### src/rtl/bw_pixel_source.sv
// Thresholds a valid/ready stream of 8-bit grayscale pixels to one bit per pixel and emits it
// in raster order with position and line/frame boundary flags, one cycle after each transfer.
module bw_pixel_source #(
    parameter int unsigned WIDTH      = 640,
    parameter int unsigned HEIGHT     = 480,
    parameter logic [7:0]  THRESH_RST = 8'd128
) (
    input  logic       clk,
    input  logic       rst,
    input  logic       start,
    input  logic       thresh_ld,
    input  logic [7:0] thresh_in,
    input  logic [7:0] pix_in,
    input  logic       pix_valid,
    output logic       pix_ready,
    output logic       d_out,
    output logic       ena,
    output logic [9:0] x_pos,
    output logic [8:0] y_pos,
    output logic       line_end,
    output logic       frame_end,
    output logic       busy
);

    localparam logic [9:0] ColLast = 10'(WIDTH - 1);
    localparam logic [8:0] RowLast = 9'(HEIGHT - 1);

    typedef enum logic [1:0] {StIdle, StStream, StDone} state_e;

    state_e     state_q;
    logic [7:0] thresh_q;
    logic [9:0] col_q;
    logic [8:0] row_q;
    logic       d_out_q;
    logic       ena_q;
    logic [9:0] x_pos_q;
    logic [8:0] y_pos_q;
    logic       line_end_q;
    logic       frame_end_q;

    logic transfer;
    logic last_col;
    logic last_pix;

    // Ready depends only on state so the upstream producer never sees a combinational loop.
    assign pix_ready = (state_q == StStream);
    assign busy      = (state_q != StIdle);
    assign transfer  = pix_valid && pix_ready;
    assign last_col  = (col_q == ColLast);
    assign last_pix  = last_col && (row_q == RowLast);

    always_ff @(posedge clk or negedge rst) begin
        if (!rst) begin
            state_q     <= StIdle;
            thresh_q    <= THRESH_RST;
            col_q       <= '0;
            row_q       <= '0;
            d_out_q     <= 1'b0;
            ena_q       <= 1'b0;
            x_pos_q     <= '0;
            y_pos_q     <= '0;
            line_end_q  <= 1'b0;
            frame_end_q <= 1'b0;
        end else begin
            ena_q       <= transfer;
            line_end_q  <= 1'b0;
            frame_end_q <= 1'b0;
            unique case (state_q)
                StIdle: begin
                    if (thresh_ld) begin
                        thresh_q <= thresh_in;
                    end
                    if (start) begin
                        col_q   <= '0;
                        row_q   <= '0;
                        state_q <= StStream;
                    end
                end
                StStream: begin
                    if (transfer) begin
                        d_out_q     <= (pix_in >= thresh_q);
                        x_pos_q     <= col_q;
                        y_pos_q     <= row_q;
                        line_end_q  <= last_col;
                        frame_end_q <= last_pix;
                        if (last_col) begin
                            col_q <= '0;
                            row_q <= row_q + 9'd1;
                        end else begin
                            col_q <= col_q + 10'd1;
                        end
                        if (last_pix) begin
                            state_q <= StDone;
                        end
                    end
                end
                StDone: begin
                    state_q <= StIdle;
                end
                default: begin
                    state_q <= StIdle;
                end
            endcase
        end
    end

    assign d_out     = d_out_q;
    assign ena       = ena_q;
    assign x_pos     = x_pos_q;
    assign y_pos     = y_pos_q;
    assign line_end  = line_end_q;
    assign frame_end = frame_end_q;

endmodule

### config.mk
export PLATFORM = sky130hd
export DESIGN_NAME = bw_pixel_source
export DESIGN_NICKNAME = d
export VERILOG_FILES = /design/src/rtl/bw_pixel_source.sv
export SDC_FILE = /design/constraint.sdc
export NUM_CORES = 1
export LEC_CHECK = 0
export BUFFER_PORTS_ARGS = -buffer_cell sky130_fd_sc_hd__buf_2
export CAP_MARGIN = 20
export CORE_MARGIN = 4
export CORE_UTILIZATION = 35
export CTS_BUF_LIST = sky130_fd_sc_hd__clkbuf_4 sky130_fd_sc_hd__clkbuf_8 sky130_fd_sc_hd__clkbuf_16
export DETAILED_ROUTE_END_ITERATION = 8
export GPL_ROUTABILITY_DRIVEN = 0
export MAX_ROUTING_LAYER = met4
export PLACE_DENSITY = 0.68
export SETUP_SLACK_MARGIN = 0.4
export SKIP_CTS_REPAIR_TIMING = 1
export SYNTH_ARGS = -nofsm -noshare
export SYNTH_HDL_FRONTEND = slang
export SYNTH_SLANG_ARGS = --single-unit
### constraint.sdc
create_clock -name clk -period 1.5 [get_ports clk]
set_input_delay 0.225 -clock clk [delete_from_list [all_inputs] [get_ports clk]]
set_output_delay 0.225 -clock clk [all_outputs]
set_load 0.005 [all_outputs]
==> results of run 1 <==
## placed cells by master, fill, tap and decap left out, types with 3 or more instances in the layout
cell type  count
buf_6          5
o21ai_1        3
o21ai_0       22
nand2_1       56
buf_12         4
dfrtp_1       49
xnor2_1        5
nor2_1        14
ha_1           8
buf_4         28
a31oi_1        7
clkbuf_8       5
buf_2         44
a21oi_2        3
nand4_1        3
nand3_1        3
a21oi_1        6
nor3_1         3
o31ai_1        3
nor4_2         3
inv_1         15
mux2_2         3
## cells by family after synthesis
group,share of synthesized area (%)
AND/OR/NAND/NOR,21.6
multiplexers,2.20
AO/OA/AOI/OAI,11.4
XOR/XNOR,2.15
buffers and inverters,4.44
flip-flops,53.2
adder cells (fa/ha/maj),5.11
## metrics by stage
step / setup TNS, ns / instances
6_report: -0.0716 / 434
5_1_grt: -1.12 / 434
4_1_cts: -0.421 / 424
3_5_place_dp: -0.0292 / 416
3_3_place_gp: 0 / 416
2_1_floorplan: -0.00266 / 257
## layout make-up
type	count	area (sq um)
clock buffers	6	76.3
clock inverters	2	35.0
fillers	607	3360
inverters	16	63.8
multi-input cells	178	1220
flip-flops and latches	52	1310
well taps	96	120
repair buffers	83	602
repair inverters	1	7.51
## sequential cells by signal, summed over array words and instances, names as in the netlist
signal,cells
x_pos,10
state_q,2
d_out,1
y_pos,9
col_q,10
frame_end,1
ena,1
line_end,1
row_q,9
thresh_q,8
## final timing paths
path	from	to	slack [ns]
worst max-delay path	state_q[1]$_DFFE_PN0P_	row_q[1]$_DFFE_PN0P_	-0.05
worst min-delay path	thresh_in[6]	thresh_q[6]$_DFFE_PN0P_	0.11
worst max register to register	state_q[1]$_DFFE_PN0P_	row_q[1]$_DFFE_PN0P_	-0.05
worst min register to register	x_pos[6]$_DFFE_PN0P_	x_pos[6]$_DFFE_PN0P_	0.47
max in group asynchronous	rst	thresh_q[7]$_DFFE_PN1P_	0.53
min in group asynchronous	rst	y_pos[4]$_DFFE_PN0P_	0.38
## worst max-delay path, delay by kind of cell (launching register included)
kind,cells,cell delay (ns)
DFF,1,0.46
buffers and inverters,1,0.14
AOI/OAI and AO/OA,1,0.18
and+or+nand+nor,2,0.51
muxes,1,0.19
## routing by layer
| layer | GRT usage, % | vias up | share of wire, % |
|---|---|---|---|
| met4 | 4.65 | 0 | 1.6 |
| met3 | 2.54 | 7 | 3.7 |
| met5 | - | - | 0 |
| met1 | 18.3 | 1002 | 47 |
| met2 | 22.2 | 43 | 48 |
| li1 | - | 1036 | - |
## power by group
group / internal, uW / switching, uW / leakage (uW)
Combinational: 523 / 497 / 0.000975
Clock: 514 / 445 / 0.0000586
Sequential: 1620 / 151 / 0.000644
Total: 2660 / 1090 / 0.00168
==> results.md, run 1 <==
- The run finished, with violations left.
- The checks that failed: setup timing.
- The repair_antennas step left the layout with diodes totalling 0.
- The final critical path takes up 103% of the cycle.
- The number of cells produced by synthesis is 257.
- In this run the remaining antenna-violating nets after routing total 0.
- The share of the yosys chip area belonging to registers is 53.2%.
- The start-to-end type of the worst setup path is reg2reg.
- The total detailed-routing wirelength is 5990 microns.
- The share of layout cells above drive strength 1 is 37.3%.
- Once the floorplan was initialized, standard cells occupied 36.1% of the core.
- Across all hold checks on the routed design, the worst slack comes to 0.113 ns.
- The count of cells along the worst hold path is 3.
- The endpoint arrival time on the critical path is 1.77 ns.
- By count the netlist is led by nand2_1 (58), dfrtp_1 (51), o21ai_0 (25), inv_1 (16), nor2_1 (15).
- The number of pins exceeding their max-slew limit in the final report is 0.
- The worst path in the final design needs a cycle of 1.55 ns, including I/O delays and setup.
- The largest driver fanout on the critical path is 10.
- Once detailed placement completed, the half-perimeter wirelength came to 4150 microns.
- When the netlist entered floorplanning its net count stood at 288.
- The number of I/O port buffers is 45.
- The number of global-route vias before repair is 2029.
- The CTS tree is built.
- The achievable frequency is 645 MHz.
- After the first detailed-routing iteration, the DRC count stood at 99.
- At the worst endpoint, the required time is 1.72 ns.
- Across the VDD grid, the largest voltage drop is 0.509 mV.
- The core area is 0.00679 sq mm.
- The final count of hold timing violations came to 0.
- The share of the synthesized area in the top cell type is 52.1%.
- The library cell occupying the most area in the post-synthesis netlist is dfrtp_1.
- The first-pass GRT wire length is 9370 microns.
- The final number of setup-violating endpoints is 4.
- The number of placement rows is 30.
- In this run the cell area of the synthesized design comes to 0.00245 sq mm.
- Sorting the synthesized cells by area gives the leading types as dfrtp_1 (52%), nand2_1 (8.9%), ha_1 (5.1%).
- The most common cell in the synthesized netlist is nand2_1.
- Once placement finished, the instance area stood at 0.00307 sq mm.
- For this run, the number of Yosys warnings is 0.
- Measured on the finished design, the core utilization comes to 50.6%.
- The area of all placed cells without fillers is 0.00343 sq mm.
- The number of antenna violations at the first check in global routing came to 0.
- The worst setup path is captured at a flop.
- The clock sink count is 52.
- The cell at the root of the clock tree is clkbuf_8.
- The first detailed-routing pass ran for 4 iterations.
- In the synthesized netlist the dominant register cell turns out to be dfrtp_1.
- The die area is 0.00840 sq mm.
- The register bit count reported by yosys is 52.
- The via count normalized by instance count is 4.81.
- The slack of the critical path is -0.0499 ns.
- Summed over all layers, the global routing overflow is 0.
- The largest single stage delay on the critical path is 0.46 ns.
- 46 I/O pins were placed.
- The register clock-pin slew on the reported worst setup and hold paths is 0.10 ns.
- Global routing consumed, over all layers together, 14.0% of the routing resources.
- In this run the tightest slew margin relative to its limit is 72.8%.
- The proportion of register bits with asynchronous set or reset after synthesis is 100%.
- Counting cells, the worst reg-to-reg path comes to 5.
- The clock arrives with 0.00989 ns of skew.
- The total CTS buffers is 5.
- The tool flagged a number of max-cap violations equal to 0.
- The vertical die dimension is 91.7 microns.
- The final routed wire length divided by cell count is 13.8 microns.
- The die span in x is 91.7 microns.
- Timing analysis after detailed placement gives a worst setup slack of -0.0147 ns.
- Relative to the synthesized area, the layout overhead comes to 40.2%.
- The power density over cell area is 1090 mW/mm^2.
- The final routed DRC violation total is 0.
- The largest net degree at the start of global routing is 38.
- STA classifies the critical path startpoint as a flop.
- After the last flow step, the layout net total stands at 368.
- Synthesis instantiated 41 different standard cells from the library.
- The slowest stage of the critical path is the dfrtp_2 cell.
- No sink is reached through more buffers than the 2 on the longest clock path.
- Averaged over all synthesized cells, the footprint is 9.53 sq um.
- Walking the worst path, the cells encountered are nand3b_4, nor4_4, a21o_1, buf_12, mux2i_1.
- The H-tree was split into 2 levels.
- The reported leakage power is 0.00168 uW.
- The clock latency at the later pin of the worst-skew pair is 0.30 ns.
- The number of enable-type register cells in the synthesized netlist is 0.
- After layout, the design draws a total of 3750 uW.
- The worst hold path belongs to the class in2reg.
- The routed layout has 2088 vias.
- The transition time at the pin with the least slew margin is 0.400 ns.
- Setup repair after global routing could not meet its margin everywhere.
No activity file was read; power rests on OpenSTA's default activity.
==> inputs of run 2 (changes only) <==
--- a/config.mk
+++ b/config.mk
@@ -5,15 +5,15 @@
 export SDC_FILE = /design/constraint.sdc
 export NUM_CORES = 1
 export LEC_CHECK = 0
-export BUFFER_PORTS_ARGS = -buffer_cell sky130_fd_sc_hd__buf_2
 export CAP_MARGIN = 20
 export CORE_MARGIN = 4
 export CORE_UTILIZATION = 35
 export CTS_BUF_LIST = sky130_fd_sc_hd__clkbuf_4 sky130_fd_sc_hd__clkbuf_8 sky130_fd_sc_hd__clkbuf_16
 export DETAILED_ROUTE_END_ITERATION = 8
+export DONT_BUFFER_PORTS = 1
 export GPL_ROUTABILITY_DRIVEN = 0
 export MAX_ROUTING_LAYER = met4
-export PLACE_DENSITY = 0.68
+export PLACE_DENSITY = 0.6
 export SETUP_SLACK_MARGIN = 0.4
 export SKIP_CTS_REPAIR_TIMING = 1
 export SYNTH_ARGS = -nofsm -noshare
==> constraint.sdc (replaced) <==
create_clock -name clk -period 1.6 [get_ports clk]
set_input_delay 0.24 -clock clk [delete_from_list [all_inputs] [get_ports clk]]
set_output_delay 0.24 -clock clk [all_outputs]
set_load 0.005 [all_outputs]
==> results.md, run 2 (synthesized netlist as in run 1, its figures left out) <==
- The flow ran to the end, but the final reports show violations.
- The final reports fail on hold timing.
- The maximum VDD drop came to 0.326 mV (-36%).
- The transition time at the pin with the least slew margin came to 0.448 ns (+0.0482 ns).
- The part of the cycle the worst path needs is 97.6% (-5.7 points).
- The worst register-to-register path begins at col_q[0]$_DFFE_PN0P_.
- The final net count was 313 (-15%).
- The total detailed-routing wirelength is 5560 microns (-7.2%).
- The portion of total power attributed to combinational logic was 25.2% (-2.0 points).
- The fraction of power consumed by the clock network is 23.7% (-1.9 points).
- The final number of setup-violating endpoints came to 0 (-4).
- The internal reg-to-reg setup slack is 0.04 ns (+0.09 ns).
- The largest driver fanout on the critical path is 4 (-6).
- The number of filler cells placed in the layout is 615 (+1.3%).
- The critical path starts at col_q[0]$_DFFE_PN0P_.
- The placed cell count is 359 (-14%).
- The final routed wire length divided by cell count was 14.7 microns (+6.3%).
- The half-perimeter wire length of the detailed placement result is 3890 microns (-6.2%).
- The core area is 0.00679 sq mm (unchanged).
- Leaving out fill and tap cells, the most frequent cells in the layout are nand2_1 (52), dfrtp_1 (50), o21ai_0 (24).
- The H-tree level count came to 2 (unchanged).
- The power density over cell area is 1070 mW/mm^2 (-1.7%).
- STA classifies the critical path endpoint as a flop.
- The total inserted antenna cells is 0 (unchanged).
- The non-filler instance count after layout was 379 (-13%).
- The share of layout cells above drive strength 1 is 25.8% (-11 points).
- The final global-route overflow total is 0 (unchanged).
- The CTS tree is built.
- The most common library cell in the layout ignoring fill and taps is nand2_1.
- The number of max-capacitance violations reported is 0 (unchanged).
- The worst setup path is launched from a flop.
- The data required time of the critical path was 1.78 ns (+0.06 ns).
- The endpoint arrival time on the critical path is 1.74 ns (-0.03 ns).
- The starting utilization of the core area was 36.1% (unchanged).
- The number of placement rows is 30 (unchanged).
- The post-route total power is 3330 uW (-11%).
- The number of antenna violations at the first check in global routing is 0 (unchanged).
- The remaining antenna violation count after routing is 0 (unchanged).
- The final count of hold timing violations is 52 (+52).
- The clock sink count was 52 (unchanged).
- The largest net degree at the start of global routing was 53 (+39%).
- CTS placed an instance of clkbuf_8 at the clock tree root.
- The starting DRC count in detailed routing came to 91 (-8.1%).
- The reported leakage power is 0.00138 uW (-18%).
- The number of global-route vias before repair is 1721 (-15%).
- The growth of design area from synthesis to finish is 26.5%.
- The vertical die dimension is 91.7 microns (unchanged).
- The die span in x is 91.7 microns (unchanged).
- The net switching power is 1020 uW (-7.1%).
- The start-to-end type of the worst setup path is reg2reg.
- The design internal power is 2310 uW (-13%).
- The utilization after layout came to 45.6% (-4.9 points).
- Setup repair after global routing could not meet its margin everywhere.
- The sequential share of power was 51.2% (+4.0 points).
- The switching share of power came to 30.5% (+1.4 points).
- The most critical setup path has its endpoint at state_q[0]$_DFFE_PN0P_.
- The register clock-pin slew on the reported worst setup and hold paths is 0.10 ns (about the same).
- The via count normalized by instance count came to 4.87 (+1.2%).
- The number of pins exceeding their max-slew limit in the final report is 0 (unchanged).
- The total CTS buffers came to 5 (unchanged).
- The destination of the worst register-to-register timing path is state_q[0]$_DFFE_PN0P_.
- The number of I/O port buffers is 0 (-100%).
- The relative slew slack is 69.5% (-3.3 points).
- The smallest hold slack is -0.388 ns (-0.501 ns).
- The maximum count of clock buffers along a single path was 2 (unchanged).
- The minimum clock period is 1.56 ns (+0.0122 ns).
- The first-pass GRT wire length is 8670 microns (-7.5%).
- The global router's overall resource usage is 13.3% (-0.77 points).
- The achievable frequency is 640 MHz (-0.78%).
- The final routed DRC violation total is 0 (unchanged).
- The die area is 0.00840 sq mm (unchanged).
- The cell count of the worst reg-to-reg path came to 5 (unchanged).
- The min-delay analysis places its worst path in the category in2async.
- The number of top-level pins is 46 (unchanged).
- The clock latency at the later pin of the worst-skew pair is 0.31 ns (about the same).
- The clock skew was 0.0138 ns (+0.00394 ns).
- The first-pass detailed-route iteration total is 4 (unchanged).
- The total negative setup slack is 0 ns (+0.0716 ns).
- The overall via count from detail_route is 1846 (-12%).
[run 2: cell types whose count changed in the layout (fill, tap and decap cells not counted), moves of 4 or more]
cell and delta:
nand2_2 +4, buf_6 -4, nand2_1 -4, buf_4 -7
buf_2 -44
[run 2: how the worst min path moves through the flow]
stage / to / cells after the start
after floorplan: col_q[0]$_DFFE_PN0P_ / 0
after global placement: thresh_q[5]$_DFFE_PN0P_ / 0
after detailed placement: thresh_q[3]$_DFFE_PN0P_ / 0
after CTS: thresh_q[3]$_DFFE_PN0P_ / 0
after global routing: thresh_q[3]$_DFFE_PN0P_ / 0
final: thresh_q[3]$_DFFE_PN0P_ / 0
[run 2: area by class of cell]
| type | count | area [sq um] | area share (%) |
|---|---|---|---|
| Clock inverter | 2 | 15.0 | 0.484 |
| Clock buffer | 6 | 82.6 | 2.66 |
| Tap cell | 96 | 120 | 3.88 |
| Timing Repair inverter | 1 | 7.51 | 0.242 |
| Inverter | 16 | 63.8 | 2.06 |
| Timing Repair Buffer | 28 | 294 | 9.49 |
| Sequential cell | 52 | 1300 | 42.1 |
| Multi-Input combinational cell | 178 | 1210 | 39.1 |
[run 2: per-layer routing]
metal | global-route usage, % | part of all wire [%] | wire, microns
met1 | 18.4 | 48 | 2660
met2 | 19.1 | 46 | 2560
met3 | 3.53 | 5.2 | 287
met4 | 3.77 | 0.94 | 52
met5 | - | 0 | 0
[run 2: critical path, cell delays in order (launching register included)]
cell and delay (ns):
dfrtp_1 0.41, ha_4 0.17, nand4bb_4 0.18, or3_4 0.43
nor3_2 0.12, a311oi_1 0.12
[run 2: metrics by stage]
stage               worst slack (ns)  instance area, sq um  hold WS, ns
floorplan                     0.0984                  2550      -0.0556
global placement              0.0169                  2730      -0.0545
detailed placement           0.00967                  2730      -0.0546
CTS                         -0.00970                  2830       -0.396
global route                 -0.0113                  3100       -0.404
finish                        0.0379                  3100       -0.388
[run 2: power by group through the flow]
stage / clock [uW] / sequential, uW / combinational (uW)
after detailed placement: 0 / 1730 / 637
after global routing: 853 / 1730 / 932
after floorplan: 0 / 1720 / 408
after CTS: 816 / 1700 / 641
after global placement: 0 / 1720 / 636
final: 787 / 1700 / 837
==> inputs of run 3 (changes only) <==
--- a/config.mk
+++ b/config.mk
@@ -6,14 +6,16 @@
 export NUM_CORES = 1
 export LEC_CHECK = 0
 export CAP_MARGIN = 20
-export CORE_MARGIN = 4
-export CORE_UTILIZATION = 35
+export CELL_PAD_IN_SITES_DETAIL_PLACEMENT = 2
+export CELL_PAD_IN_SITES_GLOBAL_PLACEMENT = 2
+export CORE_MARGIN = 5
+export CORE_UTILIZATION = 38
 export CTS_BUF_LIST = sky130_fd_sc_hd__clkbuf_4 sky130_fd_sc_hd__clkbuf_8 sky130_fd_sc_hd__clkbuf_16
 export DETAILED_ROUTE_END_ITERATION = 8
 export DONT_BUFFER_PORTS = 1
 export GPL_ROUTABILITY_DRIVEN = 0
 export MAX_ROUTING_LAYER = met4
-export PLACE_DENSITY = 0.6
+export PLACE_DENSITY = 0.88
 export SETUP_SLACK_MARGIN = 0.4
 export SKIP_CTS_REPAIR_TIMING = 1
 export SYNTH_ARGS = -nofsm -noshare
==> results.md, run 3 (synthesized netlist as in run 1, its figures left out) <==
- The power density over cell area is 1060 mW/mm^2 (-1.5%).
- The portion of total power attributed to combinational logic is 31.8% (+6.6 points).
- The share of layout cells above drive strength 1 is 43.8% (+18 points).
- The net switching power is 1310 uW (+29%).
- The starting utilization of the core area was 38.8% (+2.7 points).
- In this run the worst setup path begins at col_q[1]$_DFFE_PN0P_.
- The path length in cells of the critical path came to 5 (unchanged).
- The number of pins exceeding their max-slew limit in the final report is 0 (unchanged).
- The achievable frequency is 596 MHz (-6.9%).
- The setup path with the least slack is of type reg2reg.
- The reported leakage power is 0.00160 uW (+16%).
- The smallest hold slack is -0.389 ns (-0.00121 ns).
- The sequential share of power is 46.1% (-5.1 points).
- The destination of the worst register-to-register timing path is col_q[9]$_DFFE_PN0P_.
- Clock tree synthesis selected as its root buffer the cell clkbuf_8.
- The flow ran to the end, but the final reports show violations.
- The data required time of the critical path is 1.84 ns (+0.06 ns).
- The critical path ends at col_q[9]$_DFFE_PN0P_.
- The number of antenna violations at the first check in global routing is 0 (unchanged).
- The number of max-capacitance violations reported is 0 (unchanged).
- The clock sink count is 52 (unchanged).
- The half-perimeter wire length of the detailed placement result is 5110 microns (+31%).
- The minimum clock period came to 1.68 ns (+0.116 ns).
- The clock latency at the later pin of the worst-skew pair is 0.31 ns (about the same).
- The worst setup path is captured at a flop.
- The growth of design area from synthesis to finish is 46.3%.
- The highest-delay cell along the critical path is or4_1.
- The maximum VDD drop is 0.615 mV (+89%).
- The largest driver fanout on the critical path was 3 (-1).
- The type of element launching the critical path is a flop.
- The overall via count from detail_route is 2171 (+18%).
- The maximum count of clock buffers along a single path is 2 (unchanged).
- The design internal power is 2480 uW (+7.2%).
- The vertical die dimension is 90.3 microns (-1.5%).
- Setup repair after global routing could not meet its margin everywhere.
- The number of filler cells placed in the layout is 590 (-4.1%).
- The total inserted antenna cells came to 0 (unchanged).
- The global router's overall resource usage is 18.3% (+5.0 points).
- The starting DRC count in detailed routing is 37 (-59%).
- The largest net degree at the start of global routing is 53 (unchanged).
- The first-pass detailed-route iteration total is 4 (unchanged).
- The number of placement rows came to 29 (-3.3%).
- The classification of the worst-slack hold path is in2async.
- The register clock-pin slew on the reported worst setup and hold paths is 0.10 ns (about the same).
- The clock skew is 0.0125 ns (-0.00137 ns).
- The total CTS buffers is 5 (unchanged).
- The post-route total power is 3790 uW (+14%).
- The CTS tree is built.
- The core area is 0.00631 sq mm (-7.1%).
- The area occupied by registers is 0.00131 sq mm (about the same).
- The footprint of the multi-input gates is 0.00152 sq mm (+25%).
- The die area came to 0.00815 sq mm (-3.0%).
- The internal reg-to-reg setup slack is -0.08 ns (-0.12 ns).
- The via count normalized by instance count is 5.77 (+19%).
- The buffering stage count on the worst path with inverters included is 1 (+1).
- The beginning of the worst register-to-register path is col_q[1]$_DFFE_PN0P_.
- In this design, the largest share of critical-path delay is due to simple AND/OR/NAND/NOR gates.
- The final net count was 329 (+5.1%).
- The library cell used most frequently in the layout, excluding fill and tap cells, is dfrtp_1.
- The die span in x is 90.3 microns (-1.5%).
- The transition time at the pin with the least slew margin is 0.426 ns (-0.0222 ns).
- The final routed wire length divided by cell count came to 27.9 microns (+90%).
- The number of I/O port buffers is 0 (unchanged).
- The first-pass GRT wire length was 11700 microns (+34%).
- The slack of the critical path is -0.0780 ns (-0.116 ns).
- The fraction of power consumed by the clock network is 22.1% (-1.6 points).
- The final routed DRC violation total was 0 (unchanged).
- The endpoint arrival time on the critical path was 1.91 ns (+0.17 ns).
- The number of top-level pins came to 46 (unchanged).
- The critical path goes through buf_4, nand3b_1, nand2b_4, or4_1, a21oi_1.
- The final number of setup-violating endpoints was 14 (+14).
- The final count of hold timing violations is 52 (unchanged).
- The final reports fail on hold timing, setup timing.
- The cell count of the worst reg-to-reg path is 5 (unchanged).
- The remaining antenna violation count after routing was 0 (unchanged).
- The final global-route overflow total is 0 (unchanged).
- The relative slew slack is 71.6% (+2.1 points).
- The number of global-route vias before repair is 2161 (+26%).
- The switching share of power is 34.6% (+4.0 points).
- The top cell types in the final layout, fill and taps aside, are dfrtp_1 (49), nand2_1 (41), buf_4 (25).
- The part of the cycle the worst path needs is 105% (+7.2 points).
- The total detailed-routing wirelength was 10500 microns (+89%).
- The H-tree level count was 2 (unchanged).
- The delay of the slowest cell on the worst path is 0.49 ns (+0.06 ns).
==> run 3: changes by cell type in the layout (fill, tap and decap cells not counted), moves of 6 or more <==
cell and delta:
nand2_1 -11, nand2_2 +6, nor2_1 -10, buf_6 +7, nor2_4 +7, o21ai_0 -9
==> run 3: power groups by stage <==
stage               registers, uW  logic (uW)  clock network, uW
finish                       1750        1210                836
global route                 1770        1290                916
CTS                          1700         706                835
detailed placement           1730         693                  0
global placement             1720         644                  0
floorplan                    1720         408                  0
==> run 3: worst register-to-register path, cell delays in order (launching register included) <==
cell      delay (ns)
dfrtp_1         0.43
buf_4           0.18
nand3b_1        0.18
nand2b_4        0.20
or4_1           0.49
a21oi_1         0.15
==> run 3: worst min-delay path by stage <==
stage | to | slack, ns | cells after the start
after global routing | ena$_DFF_PN0_ | -0.41 | 0
after CTS | ena$_DFF_PN0_ | -0.39 | 0
after global placement | x_pos[2]$_DFFE_PN0P_ | -0.05 | 0
final | ena$_DFF_PN0_ | -0.39 | 0
after floorplan | col_q[0]$_DFFE_PN0P_ | -0.06 | 0
after detailed placement | x_pos[2]$_DFFE_PN0P_ | -0.05 | 0
==> run 3: routing by layer <==
layer / wire [microns] / up-vias / global-route usage, %
li1: - / 961 / -
met1: 4140 / 1140 / 20.6
met2: 5800 / 54 / 31.3
met3: 344 / 16 / 4.75
met4: 204 / 0 / 6.33
met5: 0 / - / -
==> run 3: metrics by stage <==
step	utilization [%]	worst slack, ns	std cells	setup TNS (ns)	area, sq um
final	56.8	-0.0780	376	-0.381	3580
after global routing	56.8	-0.126	376	-1.30	3580
after CTS	44.6	-0.182	350	-0.550	2820
after detailed placement	43.1	-0.154	342	-0.229	2720
after global placement	43.1	-0.0239	342	-0.0239	2720
after floorplan	-	0.0984	257	0	2550
==> run 3: area by class of cell <==
class / instances / share of cell area [%]
Clock buffer: 8 / 2.72
Inverter: 16 / 1.78
Multi-Input combinational cell: 179 / 42.5
Sequential cell: 52 / 36.4
Tap cell: 77 / 2.69
Timing Repair Buffer: 44 / 13.9
